--- src/rtl/quat_sync_sink.sv ---
// Clocked sink for a 1-of-4 NCL quaternary link: synchronizes the rails, acks wavefronts,
// decodes them and buffers the values into a valid/ready stream. QUAT_SUM_EN adds a sum port.
module quat_sync_sink #(
  parameter int unsigned DEPTH       = 4,
  parameter int unsigned SYNC_STAGES = 2,
  localparam int unsigned PW         = $clog2(DEPTH),
  localparam int unsigned LW         = $clog2(DEPTH) + 1
) (
  input  logic          clk,
  input  logic          init,
  input  logic [3:0]    quatin,
  output logic          quatincomp,
  output logic [1:0]    dout,
  output logic          dout_valid,
  input  logic          dout_ready,
  output logic [LW-1:0] level,
  output logic          err_multi
`ifdef QUAT_SUM_EN
  ,
  output logic [7:0]    sum
`endif
);

  typedef enum logic [0:0] {StWaitData, StWaitNull} state_e;

  localparam logic [LW-1:0] FullLvl = LW'(DEPTH);

  // Synchronizer: stage 0 samples the async rails, the last stage is "q"
  logic [SYNC_STAGES-1:0][3:0] sync_q, sync_d;
  logic [3:0]                  q, qp_q, qp_d;

  state_e          state_q, state_d;
  logic            quatincomp_q, quatincomp_d;
  logic            err_q, err_d;
  logic [1:0]      mem_q [DEPTH];
  logic [1:0]      mem_d [DEPTH];
  logic [PW-1:0]   wptr_q, wptr_d, rptr_q, rptr_d;
  logic [LW-1:0]   level_q, level_d, mem_cnt;
  logic [1:0]      dout_q, dout_d;
  logic            dout_valid_q, dout_valid_d;
`ifdef QUAT_SUM_EN
  logic [7:0]      sum_q, sum_d;
`endif

  logic       data_stable, null_stable, one_hot;
  logic [1:0] value;
  logic       push, pop, full, load;

  always_comb begin
    sync_d = {sync_q[SYNC_STAGES-2:0], quatin};
    q      = sync_q[SYNC_STAGES-1];
    qp_d   = q;
  end

  always_comb begin
    data_stable = (q != 4'd0) && (q == qp_q);
    null_stable = (q == 4'd0) && (qp_q == 4'd0);
    one_hot     = (q != 4'd0) && ((q & (q - 4'd1)) == 4'd0);
    value       = 2'd0;
    unique case (q)
      4'b0001: value = 2'd0;
      4'b0010: value = 2'd1;
      4'b0100: value = 2'd2;
      4'b1000: value = 2'd3;
      default: value = 2'd0;
    endcase
  end

  assign pop  = dout_valid_q && dout_ready;
  assign full = (level_q == FullLvl);

  // Handshake FSM; a full FIFO withholds the ack, a same-cycle pop frees the slot
  always_comb begin
    state_d = state_q;
    err_d   = err_q;
    push    = 1'b0;
    unique case (state_q)
      StWaitData: begin
        if (data_stable) begin
          if (one_hot) begin
            if (!full || pop) begin
              push    = 1'b1;
              state_d = StWaitNull;
            end
          end else begin
            err_d   = 1'b1;
            state_d = StWaitNull;
          end
        end
      end
      StWaitNull: begin
        if (null_stable) begin
          state_d = StWaitData;
        end
      end
      default: state_d = StWaitData;
    endcase
    quatincomp_d = (state_d == StWaitNull);
  end

  // FIFO memory plus a registered head; level counts both
  always_comb begin
    mem_cnt = level_q - LW'(dout_valid_q);
    load    = (mem_cnt != '0) && (!dout_valid_q || pop);

    mem_d = mem_q;
    if (push) begin
      mem_d[wptr_q] = value;
    end
    wptr_d  = push ? wptr_q + PW'(1) : wptr_q;
    rptr_d  = load ? rptr_q + PW'(1) : rptr_q;
    level_d = level_q + LW'(push) - LW'(pop);

    dout_d       = dout_q;
    dout_valid_d = dout_valid_q;
    if (load) begin
      dout_d       = mem_q[rptr_q];
      dout_valid_d = 1'b1;
    end else if (pop) begin
      dout_valid_d = 1'b0;
    end
  end

`ifdef QUAT_SUM_EN
  always_comb begin
    sum_d = push ? sum_q + {6'd0, value} : sum_q;
  end
`endif

  always_ff @(posedge clk or posedge init) begin
    if (init) begin
      sync_q       <= '0;
      qp_q         <= 4'd0;
      state_q      <= StWaitData;
      quatincomp_q <= 1'b0;
      err_q        <= 1'b0;
      for (int i = 0; i < DEPTH; i++) begin
        mem_q[i] <= 2'd0;
      end
      wptr_q       <= '0;
      rptr_q       <= '0;
      level_q      <= '0;
      dout_q       <= 2'd0;
      dout_valid_q <= 1'b0;
`ifdef QUAT_SUM_EN
      sum_q        <= 8'd0;
`endif
    end else begin
      sync_q       <= sync_d;
      qp_q         <= qp_d;
      state_q      <= state_d;
      quatincomp_q <= quatincomp_d;
      err_q        <= err_d;
      mem_q        <= mem_d;
      wptr_q       <= wptr_d;
      rptr_q       <= rptr_d;
      level_q      <= level_d;
      dout_q       <= dout_d;
      dout_valid_q <= dout_valid_d;
`ifdef QUAT_SUM_EN
      sum_q        <= sum_d;
`endif
    end
  end

  assign quatincomp = quatincomp_q;
  assign dout       = dout_q;
  assign dout_valid = dout_valid_q;
  assign level      = level_q;
  assign err_multi  = err_q;
`ifdef QUAT_SUM_EN
  assign sum        = sum_q;
`endif

endmodule

--- config.mk ---
export PLATFORM = sky130hd
export DESIGN_NAME = quat_sync_sink
export DESIGN_NICKNAME = d
export VERILOG_FILES = /design/src/rtl/quat_sync_sink.sv
export SDC_FILE = /design/constraint.sdc
export NUM_CORES = 1
export LEC_CHECK = 0
export ABC_AREA = 1
export CORE_UTILIZATION = 41
export CTS_CLUSTER_SIZE = 28
export DETAILED_ROUTE_END_ITERATION = 10
export PLACE_DENSITY = 0.59
export SYNTH_ARGS = -nofsm -noshare
export SYNTH_HDL_FRONTEND = slang
export SYNTH_SLANG_ARGS = --single-unit
--- constraint.sdc ---
create_clock -name clk -period 2 [get_ports clk]
set_clock_uncertainty 0.05 [all_clocks]
set_input_delay 0.4 -clock clk [delete_from_list [all_inputs] [get_ports clk]]
set_output_delay 0.4 -clock clk [all_outputs]
set_load 0.05 [all_outputs]
---- Yosys cells after proc, flatten, opt, wreduce, memory -nomap -nowiden ----
Cells that the tools add are included.
Widths: inputs -> output; s select.
operators by class
  add/subtract/negate cells ............... 6
  $lt $le $gt $ge ......................... 3
  equality and inequality tests ........... 5
  mux-type cells .......................... 17
  bitwise logic cells ..................... 5
  reduce and logical (&&, ||, !) cells .... 17
operators by type and width
  operator             number
  $logic_not 4->1      3
  $mux 1               9
  $bwmux 8             1
  $ge 3x3->1 const B   2
  $logic_and 1x1->1    6
  $mux 2               3
  $not 2->3            2
  $pmux 2 s3           1
  $sub 3x1->3          2
  $add 2x1->2 const B  2
  $and 4x4->4          1
  $bmux 2 s2           1
  $demux 2 s2          1
  $eq 4x2->1 const B   1
  $eq 4x3->1 const B   1
  $eq 4x4->1           1
  $eq 4x4->1 const B   1
  $reduce_bool 4->1    1
  $sub 4x1->4 const B  1
  $add 3x1->3          1
  $eq 3x3->1 const B   1
  $lt 3x1->1 const B   1
  $reduce_and 3->1     1
  $reduce_bool 3->1    1
  5 further kinds      8
storage, ports and cells
  bits in registers ....................... 32
  bits of input ports ..................... 7
  output and inout port bits .............. 8
  word-level logic and storage cells ...... 67

---- Longest topological paths before layout ----
Gate-level depths: netlist of the first run.
  depth after elaboration ................. 9
  depth in mapped cells ................... 12

---- Least setup slack after synthesis of the first run ----
No wires, ideal clock.
  kind .................................... register to register
  start point ............................. reg dout_valid_q, in the netlist dout_valid
  end point ............................... reg level_q[2], in the netlist level[2]
  data arrival time ....................... 2228 ps
  setup slack ............................. -401 ps
  cell stages (with the launch flop) ...... 12
  path buffers ............................ 0
  period minus slack after synthesis ...... 2401 ps
  cell sequence ........................... dfrtp_1 nand2_1 nand3_1 nand2_1 nor2_4 nand2_1 ha_1 inv_1 ha_1 inv_1 fa_1 xnor2_1
on the way
  word-level cells in the longest chain between the ends .. 8
RTL lines
  element                 RTL line  RTL
  start, declared         40        logic dout_valid_q, dout_valid_d;
  start signal, assigned  159       dout_valid_q <= dout_valid_d;
  $logic_and 1x1->1 *     69        assign pop = dout_valid_q && dout_ready;
  $logic_or 1x1->1        81        if (!full || pop) begin
  $mux 1                  81
  $mux 1                  80        if (one_hot) begin
  $mux 1                  79        if (data_stable) begin
  $mux 1                  77        unique case (state_q)
  $add 3x1->3             112       level_d = level_q + LW'(push) - LW'(pop);
  $sub 3x1->3 *           112
  named net level_d[2]    38        logic [LW-1:0] level_q, level_d, mem_cnt;
  end signal, assigned    157       level_q <= level_d;
  end, declared           38
Mark *: on every way through the listed nets, which the timed path passes. The rest lies on a longest branch.
A chain may end at the register's enable or synchronous reset.

---- Final worst setup path of the first run ----
  start point ............................. reg sync_q, in the netlist q[0]
  end point ............................... reg level_q[1], in the netlist level[1]
on the way
  word-level cells in the longest chain between the ends .. 9
  elaborated cells on any way between the ends .. 12
  classes of those cells .................. 3 x add/sub; 1 x eq/ne; 3 x mux; 1 x bitwise; 4 x reduce/logical
RTL lines
  element                 RTL line  RTL
  start, declared         29        logic [SYNC_STAGES-1:0][3:0] sync_q, sync_d;
  start signal, assigned  149       sync_q <= sync_d;
  $sub 4x1->4             58        one_hot = (q != 4'd0) && ((q & (q - 4'd1)) == 4'd0);
  $and 4x4->4             58
  $logic_not 4->1         58
  $logic_and 1x1->1       58
  $mux 1                  80
  $mux 1 *                79
  $mux 1 *                77
  $add 3x1->3 *           112
  $sub 3x1->3 *           112
  named net level_d[1]    38
Marked as above.

==> results.toml, run 1 <==
[logic_synthesis]
synth_area_leaders = "dfrtp_1, nand2_1, ha_1, inv_1, nand3_1"
synthMostInstantiatedCell = "nand2_1"
synth_largest_area_cell = "dfrtp_1"
yosysUniqueCellTypes = 19
yosys_warnings = 0
synth_seq_cells = 32
syn_inst = 166
synthFlopType = "dfrtp_1"
synth_common_cells = "nand2_1, dfrtp_1, inv_1"
async_flop_share_pct = 100
synth_fp_nets = 181
mappedNetlistArea_mm2 = 0.00151
postSynthAreaPerCell_um2 = 9.12
synth_edf_count = 0
synth_top_area_share_pct = 52.9
ys_seq_area_share_pct = 52.9

[route]
viasPerCell = 4.63
drt_pass1_iterations = 4
dr_total_vias = 1138
wl_um = 2720
drc = 0
wl_per_cell_um = 11.1
first_iter_violations = 55
antenna_left = 0

[placement]
globalplace.congestion = 0.753
placed_cell_area_mm2 = 0.00180
dp_hpwl_um = 2080
dp.cells = 235
port_buffers = 14

[power]
p_switching_w = 0.000992
p_int_w = 0.00147
leakagePower_nw = 0.980
power_w = 0.00246
p_clk_share_pct = 20.2
ir_drop_mv = 1.09
combPwrFrac_pct = 42.9
netSwitchingFraction_pct = 40.3
power_density_mw_per_mm2 = 1270
power.share.sequential_pct = 36.9

[die]
initial_core_util_pct = 44.0
placementRows = 21
fp.dieW_um = 62.8
die_h_um = 62.8
io-pin-count = 15
core_area_mm2 = 0.00344
dieArea_mm2 = 0.00394

[global_route]
track_usage_pct = 16.1
grt_pass1_vias = 1109
grt_first_pass_wirelength_um = 4740
grt_overflow = 0
antenna_found_initial = 0
grt_max_degree = 17

[clock_tree]
root_buffer = "clkbuf_8"
htree_num_levels = 2
numCtsBuffers = 5
tritoncts = "built"
clk-insertion-delay-late_ps = 280
max-clock-path-buffers = 2
cts_sinks = 32
ctsHoldBuffers = 0
clkSlewWorstSetupHoldPaths_ps = 60

[sta]
slew_headroom_pct = 67.0
min_period_ps = 2080
hold_viol = 0
setup_slack_ps = -77.9
worst_pin_slew_ps = 493
setup_violations = 2
slew_violations = 0
fmax_mhz = 481
rsz0062_at_grt = "yes"
holdWs_ps = 296
finalCritPeriodShare_pct = 104

[outcome]
outcome = "finished, violations left"
violations = "setup timing"

[finish]
antenna_cells = 0
drive_gt1_share_pct = 27.0
area_growth_pct = 27.9
final_nets = 214
fin_cells = 246
design_area_mm2 = 0.00194

[setup_path]
cp.arrival_ps = 2200
reg2reg_from = "q[0]"
endpoint_kind = "register"
reg2reg_to = "level[1]"
crit_fanout = 5
reg2reg_depth = 12
cp-start-kind = "register"
critical_path_class = "reg -> reg"
rrSetupSlack_ps = -80
cp_data_required_time_ps = 2120

[min_path]
whs_endpoint = "q[3]"
hold_depth = 0
min_from = "sync_d[7]"
hold_class = "reg -> reg"

[job]
drv_cap = 0
[sequential cells by signal, indices dropped and copies added, names as in the netlist]
signal and count:
dout 2, dout_valid 1, err_multi 1, level 3, mem_q 8, q 4
qp_q 4, quatincomp 1, rptr_q 2, sync_d 4, wptr_q 2
[repair_timing]
action,in CTS,in global routing
buffers inserted,1,2
resized for setup,3,11
setup endpoints to repair,2,2
pin swaps,4,7
[worst max path at each step]
stage,slack [ps],end,start
6_report,-80,level[1],q[0]
5_1_grt,-160,level[1],q[3]
4_1_cts,-100,level[1],q[0]
3_5_place_dp,-460,level[1],dout_ready
3_3_place_gp,-390,level[1],dout_ready
2_1_floorplan,-160,level[1],level[1]
[layer usage]
metal,vias to the layer above,GRT usage [%],share of wire (%)
met5,-,0,0
met4,0,7.85,2.0
met3,5,4.38,3.7
met2,20,25.5,47
met1,520,20.1,47
li1,593,-,-
[worst max-delay path, cell delays in order (launching register included)]
cell and delay [ps]:
dfrtp_2 450, nand2_1 80, nand2_1 50, inv_1 60, nand3_2 110, nor2_4 130, nand2_2 80, ha_4 210
inv_2 60, ha_4 110, inv_2 30, fa_2 510, inv_2 30
[layout by cell type, fill, tap and decap left out, types with 5 or more instances in the layout]
cell,netlist,routed
clkdlybuf4s50_1,0,9
nand4_1,8,8
inv_1,23,17
nand2_1,50,47
dfrtp_1,32,24
nand3_1,15,13
ha_1,7,5
dfrtp_2,0,8
buf_4,0,18
nor2_1,9,9
clkbuf_8,0,6
inv_2,0,6
[power by group through the flow]
stage	logic (W)	registers (W)	clock network, W
after floorplan	0.000443	0.00119	0
after global placement	0.00101	0.000912	0
after detailed placement	0.00104	0.000916	0
after CTS	0.00105	0.000906	0.000513
after global routing	0.00117	0.000924	0.000545
final	0.00105	0.000909	0.000497
[cell type report]
| cell class | count | area, um2 |
|---|---|---|
| clock buffers | 8 | 90.1 |
| fillers | 304 | 1510 |
| inverters | 23 | 86.3 |
| multi-input cells | 109 | 657 |
| flip-flops and latches | 32 | 811 |
| well taps | 46 | 57.6 |
| repair buffers | 28 | 234 |
[logic make-up after synthesis]
group / count (synthesis) / share of synthesized area, %
and+or+nand+nor: 90 / 27.4
adders and majority gates: 8 / 7.11
buffers and inverters: 25 / 7.19
AOI/OAI and AO/OA: 5 / 1.82
DFF: 32 / 52.9
muxes: 2 / 1.32
xor gates and xnor gates: 4 / 2.31
[per-stage QoR]
stage,utilization [%],setup TNS (ps),setup slack [ps]
CTS,55.2,-140,-100
detailed placement,52.2,-859,-457
floorplan,-,-242,-161
global route,56.2,-253,-155
finish,56.2,-84.2,-77.9
global placement,52.2,-713,-395
Power figures use the tool's default switching activity.
==> run 2: changes to the inputs <==
--- a/config.mk
+++ b/config.mk
@@ -6,6 +6,7 @@
 export NUM_CORES = 1
 export LEC_CHECK = 0
 export ABC_AREA = 1
+export CORE_MARGIN = 1.5
 export CORE_UTILIZATION = 41
 export CTS_CLUSTER_SIZE = 28
 export DETAILED_ROUTE_END_ITERATION = 10
==> results.toml, run 2 (synthesis results as in run 1) <==
[clock_tree]
root_buffer = "clkbuf_8"
cts_sinks = 32
clk-insertion-delay-late_ps = 280
clkSlewWorstSetupHoldPaths_ps = 60
numCtsBuffers = 5
max-clock-path-buffers = 2
htree_num_levels = 2
tritoncts = "built"

[finish]
most-common-layout-cells = "nand2_1, buf_4, dfrtp_1, inv_1, nand3_1"
final_nets = 226
regMostFlops = "mem_q"
area_growth_pct = 35.7
design_area_mm2 = 0.00205
drive_gt1_share_pct = 33.0
fin_cells = 258
final_common_cell = "nand2_1"
antenna_cells = 0
largest_reg_flops = 8

[sta]
min_period_ps = 2100
worst_pin_slew_ps = 492
finalCritPeriodShare_pct = 105
setup_slack_ps = -96.1
fmax_mhz = 477
rsz0062_at_grt = "yes"
hold_viol = 0
setup_violations = 2
slew_violations = 0
slew_headroom_pct = 67.1

[placement]
dp.cells = 234
dp_hpwl_um = 2000
placed_cell_area_mm2 = 0.00179
globalplace.congestion = 0.734
port_buffers = 14

[route]
wl_per_cell_um = 11.8
first_iter_violations = 31
antenna_left = 0
dr_total_vias = 1211
drc = 0
wl_um = 3050
viasPerCell = 4.69
drt_pass1_iterations = 4

[setup_path]
slowest_stage = "fa_2"
crit_fanout = 5
cp.arrival_ps = 2230
endpoint_kind = "register"
cp-start-kind = "register"
slowest_delay_ps = 510
cp_cell_sequence = "nand2_2, nand2_1, inv_1, nand3_2, nor2_4, nand2_2, ha_4, inv_2, ha_4, inv_2, fa_2, inv_1"
critical_path_class = "reg -> reg"
cp_data_required_time_ps = 2130

[power]
power_density_mw_per_mm2 = 1270
ir_drop_mv = 0.834
leakagePower_nw = 1.04

[global_route]
track_usage_pct = 17.1
antenna_found_initial = 0
grt_pass1_vias = 1164
grt_overflow = 0
grt_max_degree = 33
grt_first_pass_wirelength_um = 5280

[outcome]
violations = "setup timing"
outcome = "finished, violations left"

[die]
placementRows = 21
core_area_mm2 = 0.00344
die_h_um = 63.8
dieArea_mm2 = 0.00407
initial_core_util_pct = 44.0
io-pin-count = 15
fp.dieW_um = 63.8

[min_path]
hold_class = "reg -> reg"

[job]
drv_cap = 0
run 2: critical path, delay by kind of cell, from the launching register on:
family / cells / cell delay [ps]
simple gates: 5 / 480
buf+inv: 4 / 190
flops: 1 / 440
fa+ha+maj: 3 / 830
run 2: power by group:
group	switching, W	internal (W)	leakage, nW
Sequential	0.000140	0.000789	0.389
Clock	0.000223	0.000280	0.0455
Combinational	0.000698	0.000489	0.609
Total	0.00106	0.00156	1.04
run 2: cell type report:
class                           count  area, um2
Fill cell                         298       1390
Sequential cell                    32        810
Multi-Input combinational cell    109        687
Timing Repair Buffer               40        324
Clock buffer                        8       90.1
Inverter                           23       86.3
Tap cell                           46       57.6
run 2: final timing paths:
check / startpoint / endpoint / slack, ps / cells past startpoint
max: q[2] / level[1] / -100 / 12
min: sync_d[7] / q[3] / 290 / 0
max reg2reg: q[2] / level[1] / -100 / 12
min reg2reg: sync_d[7] / q[3] / 290 / 0
max in group asynchronous: init / level[0] / 1130 / 3
min in group asynchronous: init / qp_q[2] / 460 / 3
run 2: metrics by stage:
step	setup WS [ps]	hold WS [ps]	TNS (ps)	total power, W	utilization (%)
finish	-96.1	295	-151	0.00262	59.7
global route	-176	301	-338	0.00280	59.7
CTS	-87.2	299	-95.1	0.00256	57.8
detailed placement	-465	285	-837	0.00196	52.0
global placement	-395	283	-714	0.00192	52.0
floorplan	-161	281	-242	0.00164	-
run 2: per-layer routing:
layer | vias to the layer above | share of wire, % | GRT usage [%]
met5 | - | 0 | 0
met4 | 0 | 2.0 | 8.15
met3 | 5 | 4.1 | 4.23
met2 | 29 | 49 | 27.8
met1 | 565 | 44 | 21.5
li1 | 612 | - | -
run 2: timing repair:
item / CTS / global route
endpoints found under the setup margin: 2 / 3
gates resized for setup: 5 / 15
hold buffers: 0 / 0
setup buffers: 13 / 3
pin swaps: 4 / 6
gates cloned: 0 / 0
==> run 3: changes to the inputs <==
--- a/config.mk
+++ b/config.mk
@@ -6,11 +6,12 @@
 export NUM_CORES = 1
 export LEC_CHECK = 0
 export ABC_AREA = 1
+export CORE_ASPECT_RATIO = 0.8
 export CORE_MARGIN = 1.5
 export CORE_UTILIZATION = 41
 export CTS_CLUSTER_SIZE = 28
 export DETAILED_ROUTE_END_ITERATION = 10
-export PLACE_DENSITY = 0.59
+export PLACE_DENSITY_LB_ADDON = 0.12
 export SYNTH_ARGS = -nofsm -noshare
 export SYNTH_HDL_FRONTEND = slang
 export SYNTH_SLANG_ARGS = --single-unit
==> results.toml, run 3 (synthesis results as in run 1) <==
[global_route]
track_usage_pct = 16.0
grt_overflow = 0
antenna_found_initial = 0
grt_pass1_vias = 1135
grt_first_pass_wirelength_um = 4970
grt_max_degree = 33

[clock_tree]
clkSlewWorstSetupHoldPaths_ps = 70
tritoncts = "built"
root_buffer = "clkbuf_8"
numCtsBuffers = 5
htree_num_levels = 2
cts_sinks = 32
max-clock-path-buffers = 2
clk-insertion-delay-late_ps = 270

[placement]
port_buffers = 14
dp_hpwl_um = 2120
placed_cell_area_mm2 = 0.00182
globalplace.congestion = 0.818

[sta]
tns_ps = -61.4
worst_pin_slew_ps = 495
setup_violations = 1
slew_headroom_pct = 66.9
setup_slack_ps = -61.4
finalCritPeriodShare_pct = 103
fmax_mhz = 485
slew_violations = 0
rsz0062_at_grt = "yes"
hold_viol = 0
min_period_ps = 2060

[power]
leakagePower_nw = 1.04
ir_drop_mv = 0.938
power_w = 0.00268
power_density_mw_per_mm2 = 1320

[route]
antenna_left = 0
viasPerCell = 4.79
wl_per_cell_um = 11.7
drt_pass1_iterations = 4
first_iter_violations = 69
wl_um = 2940
drc = 0
dr_total_vias = 1197

[die]
initial_core_util_pct = 43.6
fp.dieW_um = 70.9
io-pin-count = 15
dieArea_mm2 = 0.00407
core_area_mm2 = 0.00347
placementRows = 19
die_h_um = 57.4

[setup_path]
slowest_stage = "fa_2"
critical_path_class = "reg -> reg"
cp-start-kind = "register"
cp.arrival_ps = 2180
crit_fanout = 5
cp_top_family = "adder cells"
cp_data_required_time_ps = 2120
endpoint_kind = "register"
cp_cell_sequence = "nand2_1, nand2_1, inv_1, nand3_2, nor2_4, nand2_2, ha_4, inv_2, ha_4, inv_2, fa_2, inv_1"
crit_buf_inv = 4
slowest_delay_ps = 510

[outcome]
violations = "setup timing"
outcome = "finished, violations left"

[finish]
final_nets = 222
design_area_mm2 = 0.00203
largest_reg_flops = 8
final_common_cell = "nand2_1"
drive_gt1_share_pct = 31.3
regMostFlops = "mem_q"
most-common-layout-cells = "nand2_1, buf_4, dfrtp_1, inv_1, nand3_1"
area_growth_pct = 34.2
antenna_cells = 0

[min_path]
hold_class = "reg -> reg"

[job]
drv_cap = 0
[run 3: what timing repair did]
action,4_1_cts,5_1_grt
gates cloned,0,0
setup endpoints to repair,2,2
resized for setup,10,5
buffers inserted,6,1
hold buffers,0,0
pin swaps,7,4
[run 3: path summary, 6_finish.rpt]
path / from / endpoint / slack [ps] / cells past startpoint
max: q[2] / level[1] / -60 / 12
min: sync_d[5] / q[1] / 300 / 0
max reg2reg: q[2] / level[1] / -60 / 12
min reg2reg: sync_d[5] / q[1] / 300 / 0
max in group asynchronous: init / dout_valid / 1130 / 3
min in group asynchronous: init / level[2] / 460 / 3
[run 3: area by class of cell]
class / instances / area, um2
Clock buffer: 7 / 96.3
Clock inverter: 1 / 30.0
Fill cell: 302 / 1440
Inverter: 23 / 86.3
Multi-Input combinational cell: 109 / 664
Sequential cell: 32 / 811
Tap cell: 42 / 52.6
Timing Repair Buffer: 36 / 292
[run 3: routing by layer]
metal	GRT usage (%)	vias to the layer above	routed length (um)
met4	5.66	0	23
met3	4.24	2	122
met5	0	-	0
met1	21.5	568	1440
met2	25.2	21	1350
li1	-	606	-
[run 3: per-stage QoR]
stage / util [%] / hold slack, ps / setup WS, ps / instances
final: 58.5 / 299 / -61.4 / 250
after global routing: 58.5 / 314 / -160 / 250
after CTS: 58.0 / 300 / -87.9 / 249
after detailed placement: 52.4 / 285 / -505 / 235
after global placement: 52.4 / 285 / -410 / 235
after floorplan: - / 281 / -161 / 166
[run 3: power by group]
part | switching (W) | total [W] | internal (W)
combinational | 0.000676 | 0.00111 | 0.000429
sequential | 0.000117 | 0.000906 | 0.000789
clock | 0.000226 | 0.000665 | 0.000439
total | 0.00102 | 0.00268 | 0.00166
[run 3: worst reg2reg max path, cell delays in order, from the launching register on]
cell     delay, ps
dfrtp_2        450
nand2_1        100
nand2_1         50
inv_1           60
nand3_2        110
nor2_4         110
nand2_2         80
ha_4           210
inv_2           60
ha_4           110
inv_2           30
fa_2           510
inv_1           40
==> patch 1: new RTL, flow settings as in run 1 <==
Take the reset off `qp_q` and load it in a clocked block of its own.
--- a/src/rtl/quat_sync_sink.sv
+++ b/src/rtl/quat_sync_sink.sv
@@ -130,7 +130,6 @@
   always_ff @(posedge clk or posedge init) begin
     if (init) begin
       sync_q       <= '0;
-      qp_q         <= 4'd0;
       state_q      <= StWaitData;
       quatincomp_q <= 1'b0;
       err_q        <= 1'b0;
@@ -147,7 +146,6 @@
 `endif
     end else begin
       sync_q       <= sync_d;
-      qp_q         <= qp_d;
       state_q      <= state_d;
       quatincomp_q <= quatincomp_d;
       err_q        <= err_d;
@@ -163,6 +161,10 @@
     end
   end
 
+  always_ff @(posedge clk) begin
+    qp_q <= qp_d;
+  end
+
   assign quatincomp = quatincomp_q;
   assign dout       = dout_q;
   assign dout_valid = dout_valid_q;
Formal check against the unedited RTL: no difference found for any inputs over 10 cycles, from zero or initial values; that may be too few to reach the edited logic, so the function may still have changed.
==> patch 1 against run 1 <==
The run still ends with setup timing left; first-iteration DRC count grew 1.8%; wire length grew 4.5%; cell area is 2.5% lower; worst hold slack gained 0.014 ns; sequential cell count unchanged; area after synthesis shrank 1.3%; total power shrank 5.7%; setup slack lost 0.019 ns; critical path type is now in -> reg; largest cell class unchanged.
==> patch 1: results <==
{
  "outcome": "finished, violations left",
  "violations": "setup timing",
  "grt_usage_pct": 16.31,
  "root_buffer": "clkbuf_4",
  "min_to": "q[1]$_DFF_PP0_",
  "setup_viol": 2,
  "nNetsFinal": 214,
  "hold_path.startpoint": "sync_d[5]$_DFF_PP0_",
  "worst_pin_slew_ns": 0.4972,
  "synthTopCellsByCount": "nand2_1 (50), dfrtp_1 (28), inv_1 (23)",
  "ys_async_sr_fraction_pct": 87.50,
  "num-fill-cells": 331,
  "grt_pass1_vias": 1167,
  "tns_ns": -0.1029,
  "drive_gt1_share_pct": 26.50,
  "synth.distinct_cells": 20,
  "critical_path.max_fanout": 2,
  "ys_top_cells_by_area": "dfrtp_1 (47%), nand2_1 (13%), ha_1 (5.9%)",
  "leakage_nw": 0.9682,
  "rr_startpoint": "q[3]$_DFF_PP0_",
  "ys_seq_area_share_pct": 52.26,
  "grt_pass1_wl_mm": 4.878,
  "vias_per_cell": 4.793,
  "hold_depth": 0,
  "drt-initial-drc-count": 56,
  "cp.arrival_ns": 2.27,
  "clk_pin_slew_ns": 0.10,
  "clock_latency_ns": 0.33,
  "antenna_cells": 0,
  "grt_max_degree": 29,
  "finalWorstSetupSlack_ns": -0.09728,
  "ir_drop_v": 0.0007805,
  "gp_congestion": 0.7248,
  "wire_per_inst_um": 11.57
}
patch 1: how the worst max path moves through the flow:
stage,cells after the start,slack (ns),startpoint,end
floorplan,11,-0.16,level[1]$_DFF_PP0_,level[1]$_DFF_PP0_
global placement,12,-0.39,dout_ready,level[1]$_DFF_PP0_
detailed placement,12,-0.45,dout_ready,level[1]$_DFF_PP0_
CTS,12,-0.08,q[1]$_DFF_PP0_,level[1]$_DFF_PP0_
global route,12,-0.16,q[3]$_DFF_PP0_,level[1]$_DFF_PP0_
finish,12,-0.1,dout_ready,level[1]$_DFF_PP0_
patch 1: critical path, delay by kind of cell:
family / cells / cell delay, ns
adder cells (fa/ha/maj): 3 / 0.83
buffers and inverters: 4 / 0.63
AND/OR/NAND/NOR: 5 / 0.39
patch 1: final cells by class:
cell class | instances | area (um2) | area share [%]
timing repair buffer | 28 | 239.0 | 12.67
clock buffer | 6 | 41.29 | 2.188
tap | 46 | 57.56 | 3.050
clock inverter | 2 | 12.51 | 0.6631
sequential | 32 | 790.8 | 41.91
inverter | 23 | 86.33 | 4.576
multi-input combinational | 109 | 659.4 | 34.95
patch 1: through the flow:
step	total power [W]	area (um2)	cells	hold WS (ns)	setup WS (ns)
floorplan	0.001635	1529	166	0.2812	-0.1609
global placement	0.001916	1792	237	0.2812	-0.3915
detailed placement	0.001966	1792	237	0.2911	-0.4457
CTS	0.002349	1867	246	0.3158	-0.08012
global route	0.002488	1887	246	0.3183	-0.1585
finish	0.002321	1887	246	0.3102	-0.09728
patch 1: power breakdown:
| part | leakage (nW) | internal, W | switching [W] | total (W) |
|---|---|---|---|---|
| Combinational | 0.565 | 0.000390 | 0.000660 | 0.00105 |
| Clock | 0.0282 | 0.000136 | 0.000226 | 0.000362 |
| Sequential | 0.375 | 0.000786 | 0.000123 | 0.000909 |
patch 1: cell families after synthesis:
logic type | count (synthesis) | synth area share [%]
flops | 32 | 52.26
compound gates | 5 | 1.842
buf+inv | 25 | 7.286
mux | 2 | 1.340
simple gates | 90 | 27.72
xor+xnor | 4 | 2.345
fa+ha+maj | 8 | 7.202
patch 1: routing by layer:
metal  up-vias  routed length (um)  track usage [%]
li1        591                   -                -
met3         9                  83            4.044
met5         -                   0                0
met1       559                1202            17.42
met4         0                  59            8.430
met2        20                1501            29.53
patch 1: what timing repair did:
action,in CTS,in global routing
setup endpoints to repair,3,4
pin swaps,4,1
gates resized for setup,5,9
buffers inserted,1,0
==> patch 2: new RTL, config.mk and constraints of run 1 <==
Without the edit above. The option `QUAT_SUM_EN` is turned on by a define.
--- a/src/rtl/quat_sync_sink.sv
+++ b/src/rtl/quat_sync_sink.sv
@@ -1,5 +1,7 @@
 // Clocked sink for a 1-of-4 NCL quaternary link: synchronizes the rails, acks wavefronts,
 // decodes them and buffers the values into a valid/ready stream. QUAT_SUM_EN adds a sum port.
+`define QUAT_SUM_EN
+
 module quat_sync_sink #(
   parameter int unsigned DEPTH       = 4,
   parameter int unsigned SYNC_STAGES = 2,
Function (old outputs only; new: sum): kept (Yosys induction, for registers that start in step).
==> patch 2 against run 1 <==
The flow still finishes with violations (setup timing); count of clock-buffer cells in the layout shrank 3; cell area grew 36%; sequential cell count grew 8; setup slack gained 0.035 ns; area after synthesis grew 37%; worst hold slack gained 0.0086 ns; via count grew 36%; sequential share of layout area shrank 3.4 points; synthesized cell count grew 37%; clock power grew 8.5%; total power grew 9.6%; wire length grew 32%; critical path type unchanged.
==> patch 2: results <==
{
  "synthMuxAreaShare_pct": 0.9674,
  "synth_compound_area_share_pct": 2.479,
  "r2r_end": "level[2]$_DFF_PP0_",
  "vias_per_cell": 4.610,
  "use_met3_pct": 4.558,
  "finalWorstSetupSlack_ns": -0.04328,
  "place_area_um2": 2431,
  "slew_headroom_pct": 67.27,
  "hold_path.startpoint": "sync_d[4]$_DFF_PP0_",
  "grt_max_degree": 41,
  "place_inst": 322,
  "wire_per_inst_um": 10.71,
  "min_to": "q[0]$_DFF_PP0_",
  "clk_pin_slew_ns": 0.08,
  "synth_fa_ha_area_share_pct": 7.376,
  "synthXorXnorAreaFrac_pct": 3.386,
  "leakage_nw": 1.323,
  "drt-initial-drc-count": 75,
  "setup_viol": 3,
  "outcome": "finished, violations left",
  "mappedNetlistNets": 245,
  "grt_pass1_wl_mm": 6.341,
  "syn_avg_cell_area_um2": 9.117,
  "tns_ns": -0.08118,
  "drive_gt1_share_pct": 30.48,
  "dp_hpwl_mm": 2.502,
  "nNetsFinal": 286,
  "ys_top_cells_by_area": "dfrtp_1 (48%), nand2_1 (13%), ha_1 (5.4%)",
  "rr_worst_depth": 11,
  "crit_start": "q[3]$_DFF_PP0_",
  "ir_drop_v": 0.0004793,
  "synth.distinct_cells": 27,
  "cp_slowest_stage_delay_ns": 0.47,
  "synthTopCellsByCount": "nand2_1 (70), dfrtp_1 (40), inv_1 (28)",
  "worst_path_max_delay_cell": "dfrtp_2",
  "violations": "setup timing"
}
==> patch 2: repair_timing <==
| action | in CTS | in global routing |
|---|---|---|
| pin swaps | 10 | 8 |
| buffers inserted | 5 | 1 |
| endpoints found under the setup margin | 5 | 8 |
| gates resized for setup | 13 | 13 |
==> patch 2: per-stage QoR <==
| step | hold WS [ns] | setup slack (ns) |
|---|---|---|
| 5_1_grt | 0.3193 | -0.1324 |
| 2_1_floorplan | 0.2812 | -0.2201 |
| 3_5_place_dp | 0.2879 | -0.4320 |
| 4_1_cts | 0.3074 | -0.08138 |
| 6_report | 0.3047 | -0.04328 |
| 3_3_place_gp | 0.2814 | -0.4015 |
==> patch 2: logic make-up after synthesis <==
family | count (synthesis)
buffers and inverters | 34
flip-flops | 40
multiplexers | 2
AND/OR/NAND/NOR | 123
AO/OA/AOI/OAI | 9
adder cells (fa/ha/maj) | 11
XOR/XNOR | 8
==> patch 2: area by class of cell <==
| cell class | count | area (um2) |
|---|---|---|
| clock inverters | 3 | 23.77 |
| flip-flops and latches | 40 | 1011 |
| clock buffers | 5 | 68.82 |
| inverters | 29 | 108.9 |
| well taps | 67 | 83.83 |
| fillers | 457 | 2157 |
| repair buffers | 39 | 331.6 |
| multi-input cells | 153 | 1001 |
==> patch 2: layer usage <==
layer  share of wire, %  vias to the layer above
li1                   -                      798
met2                 48                       29
met4                1.4                        0
met5                  0                        -
met1                 46                      716
met3                4.0                        6
==> patch 2: power by group <==
group / switching, W / leakage [nW] / internal (W) / total, W
clock: 0.000292 / 0.0404 / 0.000247 / 0.000539
sequential: 0.000127 / 0.499 / 0.000952 / 0.00108
combinational: 0.000676 / 0.783 / 0.000403 / 0.00108
total: 0.00110 / 1.32 / 0.00160 / 0.00270
